--- config.mk ---
export PLATFORM = sky130hd
export DESIGN_NAME = pipe_skid_stage
export DESIGN_NICKNAME = d
export VERILOG_FILES = /design/src/rtl/pipe_skid_stage_pkg.sv /design/src/rtl/pipe_skid_stage_dreg.sv /design/src/rtl/pipe_skid_stage.sv
export SDC_FILE = /design/constraint.sdc
export NUM_CORES = 1
export LEC_CHECK = 0
export ABC_AREA = 0
export BUFFER_PORTS_ARGS = -buffer_cell sky130_fd_sc_hd__buf_4
export CELL_PAD_IN_SITES_DETAIL_PLACEMENT = 1
export CELL_PAD_IN_SITES_GLOBAL_PLACEMENT = 2
export CORE_UTILIZATION = 41
export CTS_BUF_LIST = sky130_fd_sc_hd__clkbuf_8
export CTS_CLUSTER_DIAMETER = 30
export CTS_CLUSTER_SIZE = 28
export DETAILED_ROUTE_END_ITERATION = 10
export PLACE_DENSITY_LB_ADDON = 0.2
export SKIP_LAST_GASP = 1
export SLEW_MARGIN = 20
export SYNTH_ARGS = -nofsm -noshare
export SYNTH_HDL_FRONTEND = slang
export SYNTH_HIERARCHICAL = 1
export SYNTH_SLANG_ARGS = --single-unit
--- constraint.sdc ---
create_clock -name clk -period 7.07 [get_ports clk]
set_input_delay 1.414 -clock clk [delete_from_list [all_inputs] [get_ports clk]]
set_output_delay 1.414 -clock clk [all_outputs]
set_load 0.02 [all_outputs]
--- src/rtl/pipe_skid_stage_pkg.sv ---
// Shared RV32I pipeline types: stage-register states, the NOP bubble value,
// and the control word that rides along each stage boundary.
package rv32i_types;

  // Occupancy states of an elastic stage register.
  typedef enum logic [1:0] {
    PS_EMPTY = 2'd0,
    PS_ONE   = 2'd1,
    PS_FULL  = 2'd2
  } pipe_state_t;

  // addi x0, x0, 0 -- shown in instruction-carrying stages when empty.
  localparam logic [31:0] RV32I_NOP = 32'h0000_0013;

  // Control word; instantiation sites size payloads with $bits() of this.
  typedef struct packed {
    logic       regWrite;
    logic       memRead;
    logic       memWrite;
    logic       branch;
    logic       jump;
    logic [3:0] aluOp;
    logic [1:0] wbSel;
  } rv32i_control_word;

  // Number of payloads held in a given state.
  function automatic logic [1:0] occupancyOf(input pipe_state_t state);
    case (state)
      PS_EMPTY: occupancyOf = 2'd0;
      PS_ONE:   occupancyOf = 2'd1;
      PS_FULL:  occupancyOf = 2'd2;
      default:  occupancyOf = 2'd0;
    endcase
  endfunction

endpackage

--- src/rtl/pipe_skid_stage_dreg.sv ---
// Plain payload register with load enable; no reset because validity is
// tracked separately by the stage state machine.
module pipe_dreg #(
  parameter int WIDTH = 32
) (
  input  logic             clk,
  input  logic             i_load,
  input  logic [WIDTH-1:0] i_d,
  output logic [WIDTH-1:0] o_q
);

  logic [WIDTH-1:0] r_q;

  // Capture only when asked, so a stalled payload never toggles.
  always_ff @(posedge clk) begin
    if (i_load) begin
      r_q <= i_d;
    end
  end

  assign o_q = r_q;

endmodule

--- src/rtl/pipe_skid_stage.sv ---
// Elastic pipeline stage register: main register feeding downstream plus a
// one-entry skid register, so upstream ready depends only on local state.
module pipe_skid_stage
  import rv32i_types::*;
#(
  parameter int               WIDTH  = 32,
  parameter logic [WIDTH-1:0] BUBBLE = {WIDTH{1'b0}}
) (
  input  logic             clk,
  input  logic             rst_n,
  input  logic             flush,
  input  logic             in_valid,
  output logic             in_ready,
  input  logic [WIDTH-1:0] in_data,
  output logic             out_valid,
  input  logic             out_ready,
  output logic [WIDTH-1:0] out_data,
  output logic [1:0]       occupancy
);

  pipe_state_t      r_state;
  pipe_state_t      w_nextState;
  logic             r_inReady;
  logic             r_outValid;
  logic [1:0]       r_occupancy;

  logic             w_inFire;
  logic             w_outFire;
  logic             w_loadMain;
  logic             w_loadSkid;
  logic [WIDTH-1:0] w_mainD;
  logic [WIDTH-1:0] w_mainQ;
  logic [WIDTH-1:0] w_skidQ;

  assign w_inFire  = in_valid & r_inReady;
  assign w_outFire = r_outValid & out_ready;

  // Next state and register load enables; reset and flush empty the stage
  // and suppress every load, dropping whatever was offered this cycle.
  always_comb begin
    w_nextState = r_state;
    w_loadMain  = 1'b0;
    w_loadSkid  = 1'b0;
    w_mainD     = in_data;
    if (!rst_n || flush) begin
      w_nextState = PS_EMPTY;
    end else begin
      case (r_state)
        PS_EMPTY: begin
          if (w_inFire) begin
            w_nextState = PS_ONE;
            w_loadMain  = 1'b1;
          end
        end
        PS_ONE: begin
          if (w_inFire && w_outFire) begin
            w_loadMain = 1'b1;
          end else if (w_inFire) begin
            w_nextState = PS_FULL;
            w_loadSkid  = 1'b1;
          end else if (w_outFire) begin
            w_nextState = PS_EMPTY;
          end
        end
        PS_FULL: begin
          if (w_outFire) begin
            w_nextState = PS_ONE;
            w_loadMain  = 1'b1;
            w_mainD     = w_skidQ;
          end
        end
        default: begin
          w_nextState = PS_EMPTY;
        end
      endcase
    end
  end

  // State register with handshake outputs registered from the next state,
  // keeping out_ready and flush off any combinational output path.
  always_ff @(posedge clk) begin
    if (!rst_n) begin
      r_state     <= PS_EMPTY;
      r_inReady   <= 1'b1;
      r_outValid  <= 1'b0;
      r_occupancy <= 2'd0;
    end else begin
      r_state     <= w_nextState;
      r_inReady   <= (w_nextState != PS_FULL);
      r_outValid  <= (w_nextState != PS_EMPTY);
      r_occupancy <= occupancyOf(w_nextState);
    end
  end

  pipe_dreg #(.WIDTH(WIDTH)) u_mainReg (
    .clk    (clk),
    .i_load (w_loadMain),
    .i_d    (w_mainD),
    .o_q    (w_mainQ)
  );

  pipe_dreg #(.WIDTH(WIDTH)) u_skidReg (
    .clk    (clk),
    .i_load (w_loadSkid),
    .i_d    (in_data),
    .o_q    (w_skidQ)
  );

  assign in_ready  = r_inReady;
  assign out_valid = r_outValid;
  assign occupancy = r_occupancy;
  assign out_data  = r_outValid ? w_mainQ : BUBBLE;

endmodule

==> Word level (Yosys, flattened, before mapping) <==
Index checks and enable logic that the tools add are counted.
{ "word_totals": {"regBits": 70, "latch_bits": 0, "ram_bits": 0, "rom_bits": 0, "out_inout_bits": 36, "word_cells": 38, "n_memories": 0} }
{ "op_classes": {"addsub": 0, "mul": 0, "div": 0, "n_lt_le_gt_ge": 0, "eq_ne": 5, "n_shift": 0, "mux": 20, "bitwise_logic": 2, "n_reduce_logical": 5} }
{ "op_table": {"columns": ["operator", "n"], "rows": [
  ["two-way mux 32 bit", 4],
  ["two-way mux 2 bit", 6],
  ["two-way mux 1 bit", 7],
  ["case mux 2 bit (3 select lines)", 1],
  ["== test 2 x 1 -> 1 bit (second input constant)", 2],
  ["== test 2 bit (second input constant)", 2],
  ["case mux 2 bit (2 select lines)", 1],
  ["case mux 1 bit (3 select lines)", 1],
  ["AND 1 bit", 2],
  ["zero test 2 bit", 1],
  ["!= test 2 bit (second input constant)", 1],
  ["nonzero test 2 bit", 1],
  ["logical AND 1 bit", 1],
  ["zero test 1 bit", 1],
  ["logical OR 1 bit", 1]
]} }

==> Longest topological paths before layout <==
Gate-level depths: netlist of the first run.
{ "depth": {"depth_word": 8, "depth_mapped": 5, "mapped_depth_nobuf": 3} }

==> By module <==
The synthesis of the first run kept the hierarchy.
{ "by_module_without_submodules": {"columns": ["mod", "n_inst", "cells_each", "area_each_um2", "seq_area_each_um2"], "rows": [
  ["pipe_dreg", 2, 32, 960.9, 960.9],
  ["pipe_skid_stage", 1, 100, 902.1, 120.1]
]} }

==> Worst setup path after synthesis of the first run <==
No wires, ideal clock.
{ "synth_path": {"kind": "input to register", "from": "input port in_valid", "to": "register u_mainReg.r_q[0], in the netlist u_mainReg/o_q[0], enable pin", "setup_time_ns": 0.432, "arrival_time_ns": 3.307, "t_required_ns": 6.638, "path_slack_ns": 3.331, "stages": 3, "path_cell_list": "and3b_1 -> nand3_1 -> a21oi_1"} }
{ "synth_between": {"elab_chain_cells": 5, "word_cells_on_any_way": 6, "cone_classes": "mux: 4; bitwise: 1; reduce/logical: 1"} }
{ "synth_rtl": {"columns": ["item", "line", "text"], "rows": [
  ["from (decl)", "pipe_skid_stage.sv:12", "input logic in_valid,"],
  ["AND 1 bit *", "pipe_skid_stage.sv:35", "assign w_inFire = in_valid & r_inReady;"],
  ["logical AND 1 bit", "pipe_skid_stage.sv:56", "if (w_inFire && w_outFire) begin"],
  ["two-way mux 1 bit", "pipe_skid_stage.sv:56", null],
  ["case mux 1 bit (3 select lines) *", "pipe_skid_stage.sv:48", "case (r_state)"],
  ["two-way mux 1 bit *", "pipe_skid_stage.sv:45", "if (!rst_n || flush) begin"],
  ["net w_loadMain", "pipe_skid_stage.sv:29", "logic w_loadMain;"],
  ["to (signal assigned)", "pipe_skid_stage_dreg.sv:17", "r_q <= i_d;"],
  ["to (decl)", "pipe_skid_stage_dreg.sv:12", "logic [WIDTH-1:0] r_q;"]
]} }
Mark *: on every way through the listed nets, which the timed path passes. The rest lies on a longest branch.
A chain may end at the register's enable or synchronous reset.

==> Final worst setup path of the first run <==
{ "layout_path": {"from": "input port flush", "to": "register u_mainReg.r_q[30], in the netlist u_mainReg/o_q[30] (data pin)"} }
{ "layout_between": {"elab_chain_cells": 2} }
{ "layout_rtl": {"columns": ["item", "line", "text"], "rows": [
  ["from (decl)", "pipe_skid_stage.sv:11", "input logic flush,"],
  ["logical OR 1 bit", "pipe_skid_stage.sv:45", null],
  ["two-way mux 32 bit", "pipe_skid_stage.sv:45", null],
  ["net w_mainD[30]", "pipe_skid_stage.sv:31", "logic [WIDTH-1:0] w_mainD;"]
]} }
The timed path passes the listed nets, and every way through them passes these cells.

==> impl_metrics.sql, run 1 <==
INSERT INTO impl_metrics (metric_group, metric, value, unit) VALUES
('logic_synthesis', 'synthesis.nets', '201', ''),
('critical_path', 'reg2reg_depth', '3', ''),
('route', 'post-route-drc-count', '0', ''),
('finish', 'layout_common_cells', 'sky130_fd_sc_hd__buf_4 (73), sky130_fd_sc_hd__edfxtp_1 (64), sky130_fd_sc_hd__and2_1 (32)', ''),
('finish', 'finish.utilization', '0.556', ''),
('timing', 'hold_viol', '0', ''),
('route', 'drtAntennaViolNets', '0', ''),
('critical_path', 'r2r-start', 'out_valid', ''),
('route', 'dr_total_vias', '1629', ''),
('route', 'drt-wirelength-per-cell', '17.6', 'µm'),
('critical_path', 'timing.critical_path.required', '7150', 'ps'),
('clock_tree', 'cts_buffers', '9', ''),
('route', 'wl_met2', '2.96', 'mm'),
('logic_synthesis', 'synth_sequential_area_ratio', '0.723', ''),
('die', 'num_rows', '29', ''),
('finish', 'layout.cells.most_common', 'sky130_fd_sc_hd__buf_4', ''),
('clock_tree', 'cts_num_sinks', '70', ''),
('route', 'detail_route.wirelength', '5.64', 'mm'),
('critical_path', 'critical_path.startpoint', 'flush', ''),
('global_route', 'vias_in_the_first_global_route', '1728', ''),
('critical_path', 'worst_r2r_endpoint', 'u_mainReg/o_q[0]', ''),
('placed_design', 'port_buffers', '72', ''),
('route', 'drt-pass1-iter-count', '4', ''),
('finish', 'final_layout_net_count', '277', ''),
('route', 'routed-wl-met3', '245', 'µm'),
('route', 'viasPerCell', '5.07', ''),
('finish', 'synthToLayoutAreaGrowth', '27.9', '%'),
('placed_design', 'hpwlAfterDp', '3.67', 'mm'),
('timing', 'final_period_minus_worst_setup_slack', '2940', 'ps'),
('global_route', 'grt_start_max_net_pins', '37', ''),
('global_route', 'grt_pass1_wl', '8.93', 'mm'),
('timing', 'clock.fmax', '340', 'MHz'),
('logic_synthesis', 'number_of_warnings_printed_during_yosys_synthesis', '6', ''),
('critical_path', 'reg2reg_slack', '4750', 'ps'),
('timing', 'finalSetupViolCount', '0', ''),
('critical_path', 'worstPathArrival', '3020', 'ps'),
('timing', 'setup-tns-final', '0', 'ps'),
('finish', 'insertedDiodeCount', '0', ''),
('power', 'worst_ir_drop_vdd', '0.125', 'mV'),
('timing', 'grt_setup_unrepaired', 'false', ''),
('clock_tree', 'ctsRootBufferMaster', 'sky130_fd_sc_hd__clkbuf_8', ''),
('clock_tree', 'post-cts-setup-buffers', '0', ''),
('power', 'power_density', '228', 'nW/µm²'),
('critical_path', 'endpoint', 'u_mainReg/o_q[30]', ''),
('clock_tree', 'ctsHoldBuffers', '0', ''),
('route', 'wl_met1', '2.37', 'mm'),
('timing', 'final_max_slew_viol_count', '0', ''),
('power', 'power_leakage', '1.35', 'nW'),
('logic_synthesis', 'synth.lib_cells_used.distinct', '26', ''),
('critical_path', 'end_kind', 'register', ''),
('timing', 'worst-slew-pin-transition', '1070', 'ps'),
('die', 'io_pins', '73', ''),
('min_path', 'timing.hold.worst.class', 'reg2reg', ''),
('global_route', 'grt_antenna_before_repair', '0', ''),
('clock_tree', 'path_clk_slew', '80', 'ps'),
('logic_synthesis', 'synth_cells', '164', ''),
('clock_tree', 'cts_repair_resize_count', '0', ''),
('clock_tree', 'clkLatencyLatePin', '330', 'ps'),
('finish', 'post_route_cells_drive_above_1_share', '0.504', ''),
('die', 'die-height', '85.0', 'µm'),
('timing', 'fin_worst_skew', '8.38', 'ps'),
('clock_tree', 'clock_path_buffers', '2', ''),
('logic_synthesis', 'synth_cell_area', '2820', 'µm²'),
('global_route', 'grt_overflow_total', '0', ''),
('critical_path', 'critPathMaxFanout', '32', ''),
('logic_synthesis', 'ys_seq_elements', '70', ''),
('status', 'status', 'finished, final reports clean', ''),
('die', 'floorplan.initialDensity', '0.435', ''),
('critical_path', 'timing.setup.critical_path_class', 'in2reg', ''),
('logic_synthesis', 'synth_area_per_cell', '17.2', 'µm²'),
('critical_path', 'timing.critical_path.from_type', 'primary input', ''),
('placed_design', 'gpl.final_weighted_congestion', '0.674', ''),
('clock_tree', 'cts_tree', 'built', ''),
('clock_tree', 'htreeDepth', '3', ''),
('timing', 'period_utilization_post_route', '0.416', ''),
('die', 'floorplan.core_area', '6490', 'µm²'),
('power', 'design_power_total', '0.823', 'mW'),
('die', 'dieArea', '7220', 'µm²'),
('min_path', 'min_path_cells', '1', ''),
('route', 'topRoutingLayerUsed', 'met4', ''),
('job', 'drv.max_cap_violation_count', '0', ''),
('route', 'drtIter0Drc', '64', ''),
('global_route', 'globalRouteTotalUtil', '0.168', ''),
('die', 'die_w', '85.0', 'µm'),
('timing', 'worst_slew_margin_rel', '0.283', '');
flip-flops by register name, summed over array words and instances (netlist names):
name / cells
in_ready: 1
occupancy: 2
u_skidReg/o_q: 32
u_mainReg/o_q: 32
r_state: 2
out_valid: 1
cell families after synthesis:
kind of cell	count (synthesis)	share of synthesized area
flip-flops	70	0.723
AND/OR/NAND/NOR	47	0.113
multiplexers	33	0.131
buffers and inverters	9	0.0208
AO/OA/AOI/OAI	5	0.0120
routing by layer:
metal,global-route usage,up-vias
met2,0.287,45
li1,-,764
met4,0.0832,0
met3,0.0389,8
met5,0,-
met1,0.201,812
synth_stat cells, drive strengths merged:
library cell,number,share of area
a211oi,1,0.0027
a21o,1,0.0027
a21oi,1,0.0018
a221oi,1,0.0031
and2,32,0.071
and3b,1,0.0031
buf,5,0.016
clkbuf,3,0.0040
dfxtp,6,0.043
edfxtp,64,0.68
inv,1,0.0013
mux2,32,0.13
mux2i,1,0.0035
nand2,1,0.0022
nand2b,1,0.0022
nand3,3,0.0053
nand3b,1,0.0027
nand4,1,0.0022
nor2,1,0.0013
nor3b,2,0.0053
nor4,1,0.0075
nor4bb,2,0.0071
o21ai,1,0.0018
or3b,1,0.0031
critical path, cell delays in order:
cell,delay (ps)
sky130_fd_sc_hd__buf_4,100
sky130_fd_sc_hd__nand2b_1,350
sky130_fd_sc_hd__nor4_4,310
sky130_fd_sc_hd__buf_4,430
sky130_fd_sc_hd__mux2_2,400
stage by stage:
stage | instance area [µm²] | setup slack (ps) | hold WS [ps] | instances
after floorplan | 2820 | 3330 | 508 | 164
after global placement | 3430 | 3880 | 519 | 306
after detailed placement | 3430 | 3760 | 533 | 306
after CTS | 3610 | 3820 | 551 | 321
after global routing | 3610 | 4060 | 571 | 321
final | 3610 | 4130 | 548 | 321
report_power, final:
group / switching (mW) / total, mW / internal, mW / leakage [nW]
sequential: 0.00512 / 0.466 / 0.461 / 0.631
combinational: 0.0280 / 0.0597 / 0.0316 / 0.623
clock: 0.139 / 0.297 / 0.157 / 0.0937
total: 0.173 / 0.823 / 0.650 / 1.35
worst min path at each step:
stage / from / to / slack, ps
global route: u_skidReg/o_q[8] / u_mainReg/o_q[8] / 570
global placement: u_skidReg/o_q[2] / u_mainReg/o_q[2] / 520
CTS: u_skidReg/o_q[19] / u_mainReg/o_q[19] / 550
detailed placement: u_skidReg/o_q[19] / u_mainReg/o_q[19] / 530
floorplan: u_skidReg/o_q[2] / u_mainReg/o_q[2] / 510
finish: u_skidReg/o_q[2] / u_mainReg/o_q[2] / 550
cell type report:
cell class              count  area [µm²]
flip-flops and latches     70        2040
clock inverters             6        55.1
well taps                  77        96.3
fillers                   614        2880
clock buffers               9         124
multi-input cells          85         742
inverters                   1        3.75
repair buffers             73         548
(Power assumes the default switching activity.)
==> run 2, diff against run 1 <==
- CORE_UTILIZATION: 41 -> 34
- clock period: 7.07 -> 2.5 ns (I/O delays scaled with it)
==> run 2 against run 1 <==
Net effect:
- die area up 20%
- first-iteration DRC count up 41%
- worst hold slack worse by 200 ps
- utilization down 8.9 points
- total power rose to 2.8 times the previous value
- final area up 2.1%
- register-to-register slack worse by 4100 ps
- clock power rose to 2.8 times the previous value
- count of clock-buffer cells in the layout unchanged
- critical path depth down 2
- global-route usage down 4.0 points
- routed wire length down 8.6%
- critical path type is now reg2out
- largest cell class unchanged
- largest power group unchanged
==> impl_metrics.sql, run 2 (synthesis gave the netlist of run 1 again) <==
INSERT INTO impl_metrics (metric_group, metric, value, unit) VALUES
('critical_path', 'critical-path-slowest-cell', 'sky130_fd_sc_hd__dfxtp_1', ''),
('timing', 'final_max_slew_viol_count', '0', ''),
('die', 'floorplan.initialDensity', '0.358', ''),
('route', 'drtIter0Drc', '90', ''),
('global_route', 'grt_overflow_total', '0', ''),
('route', 'drtAntennaViolNets', '0', ''),
('die', 'io_pins', '73', ''),
('timing', 'whs', '348', 'ps'),
('clock_tree', 'path_clk_slew', '70', 'ps'),
('timing', 'setup-tns-final', '0', 'ps'),
('finish', 'synthToLayoutAreaGrowth', '30.6', '%'),
('power', 'worst_ir_drop_vdd', '0.345', 'mV'),
('clock_tree', 'ctsHoldBuffers', '0', ''),
('timing', 'final.setup.worst_slack', '577', 'ps'),
('critical_path', 'timing.setup.critical_path_class', 'reg2out', ''),
('timing', 'final_period_minus_worst_setup_slack', '1920', 'ps'),
('global_route', 'grt_start_max_net_pins', '33', ''),
('global_route', 'grt_pass1_wl', '8.16', 'mm'),
('route', 'viasPerCell', '4.59', ''),
('clock_tree', 'cts_buffers', '9', ''),
('clock_tree', 'htreeDepth', '3', ''),
('finish', 'layout.cells.most_common', 'sky130_fd_sc_hd__buf_4', ''),
('clock_tree', 'cts_num_sinks', '70', ''),
('timing', 'clock.fmax', '520', 'MHz'),
('critical_path', 'max_stage_delay', '420', 'ps'),
('critical_path', 'worst_r2r_endpoint', 'u_mainReg/o_q[18]', ''),
('route', 'drt-pass1-iter-count', '4', ''),
('placed_design', 'place_inst', '337', ''),
('power', 'design_power_total', '2.32', 'mW'),
('power', 'power_density', '630', 'nW/µm²'),
('clock_tree', 'clock_path_buffers', '2', ''),
('finish', 'final_cell_area', '3690', 'µm²'),
('route', 'drt-wirelength-per-cell', '14.6', 'µm'),
('timing', 'fin_worst_skew', '8.25', 'ps'),
('global_route', 'vias_in_the_first_global_route', '1620', ''),
('route', 'dr_total_vias', '1614', ''),
('die', 'num_rows', '32', ''),
('clock_tree', 'ctsRootBufferMaster', 'sky130_fd_sc_hd__clkbuf_8', ''),
('min_path', 'timing.hold.worst.start', 'in_data[26]', ''),
('min_path', 'hold_end', 'u_skidReg/o_q[26]', ''),
('placed_design', 'hpwlAfterDp', '3.42', 'mm'),
('timing', 'period_utilization_post_route', '0.769', ''),
('critical_path', 'timing.critical_path.required', '2000', 'ps'),
('finish', 'finish.utilization', '0.467', ''),
('critical_path', 'r2r-start', 'r_state[1]', ''),
('finish', 'finalNonFillerCells', '352', ''),
('placed_design', 'gpl.final_weighted_congestion', '0.735', ''),
('critical_path', 'worstPathArrival', '1420', 'ps'),
('die', 'die-height', '93.1', 'µm'),
('job', 'drv.max_cap_violation_count', '0', ''),
('placed_design', 'postPlaceCellArea', '3510', 'µm²'),
('route', 'detail_route.wirelength', '5.16', 'mm'),
('critical_path', 'timing.critical_path.from_type', 'register', ''),
('finish', 'post_route_cells_drive_above_1_share', '0.512', ''),
('critical_path', 'critical_path.cell_chain', 'buf_4 -> and2_1 -> buf_4', ''),
('clock_tree', 'cts_repair_resize_count', '0', ''),
('timing', 'hold_viol', '0', ''),
('timing', 'finalSetupViolCount', '0', ''),
('placed_design', 'pre_cts_ws', '456', 'ps'),
('status', 'status', 'finished, final reports clean', ''),
('power', 'power_leakage', '1.38', 'nW'),
('timing', 'worst_slew_margin_rel', '0.703', ''),
('clock_tree', 'clkLatencyLatePin', '330', 'ps'),
('finish', 'num-fill-cells', '806', ''),
('route', 'post-route-drc-count', '0', ''),
('critical_path', 'reg2reg_depth', '4', ''),
('clock_tree', 'cts_tree', 'built', ''),
('global_route', 'grt_antenna_before_repair', '0', ''),
('min_path', 'timing.hold.worst.class', 'in2reg', ''),
('die', 'die_w', '93.1', 'µm'),
('finish', 'final_layout_net_count', '283', ''),
('finish', 'insertedDiodeCount', '0', ''),
('timing', 'grt_setup_unrepaired', 'false', ''),
('critical_path', 'critPathMostFrequentCell', 'sky130_fd_sc_hd__buf_4', ''),
('finish', 'layout_common_cells', 'sky130_fd_sc_hd__buf_4 (79), sky130_fd_sc_hd__edfxtp_1 (64), sky130_fd_sc_hd__and2_1 (32)', ''),
('min_path', 'min_path_cells', '1', ''),
('clock_tree', 'post-cts-setup-buffers', '0', ''),
('die', 'floorplan.core_area', '7890', 'µm²'),
('global_route', 'globalRouteTotalUtil', '0.128', ''),
('critical_path', 'critPathMaxFanout', '32', ''),
('die', 'dieArea', '8670', 'µm²'),
('critical_path', 'reg2reg_slack', '690', 'ps'),
('placed_design', 'port_buffers', '72', ''),
('critical_path', 'end_kind', 'primary output', ''),
('timing', 'worst-slew-pin-transition', '446', 'ps');
## run 2: changes by cell type in the layout (fill, tap and decap cells not counted), sizes merged
| cell | previous run | this run |
|---|---|---|
| buf | 73 | 79 |
## run 2: worst max-delay path by stage
stage	start	end	slack (ps)	cells past startpoint
floorplan	out_valid	u_mainReg/o_q[0]	290	3
global placement	flush	u_mainReg/o_q[10]	510	5
detailed placement	flush	u_mainReg/o_q[18]	460	5
CTS	out_valid	out_data[26]	500	3
global route	out_valid	out_data[26]	450	3
finish	out_valid	out_data[26]	580	3
## run 2: metal layers
layer  routed length, µm  global-route usage  share of wire
met5                   0                   0              0
met4                  89              0.0731          0.017
met3                 317              0.0374          0.061
met2                2460               0.202           0.48
met1                2290               0.156           0.44
## run 2: report_power, final
group,switching [mW],internal [mW],leakage (nW)
Combinational,0.0824,0.0925,0.654
Clock,0.391,0.444,0.0937
Sequential,0.00819,1.30,0.630
## run 2: layout make-up
| class | instances | area, µm² | area share |
|---|---|---|---|
| multi-input cells | 85 | 742 | 0.201 |
| repair buffers | 79 | 593 | 0.161 |
| inverters | 1 | 3.75 | 0.00102 |
| well taps | 102 | 128 | 0.0346 |
| clock inverters | 6 | 55.1 | 0.0149 |
| clock buffers | 9 | 124 | 0.0336 |
| flip-flops and latches | 70 | 2040 | 0.554 |
## run 2: critical path, delay by kind of cell, from the launching register on
family	cells	cell delay, ps
buf+inv	2	460
flops	1	420
simple gates	1	200
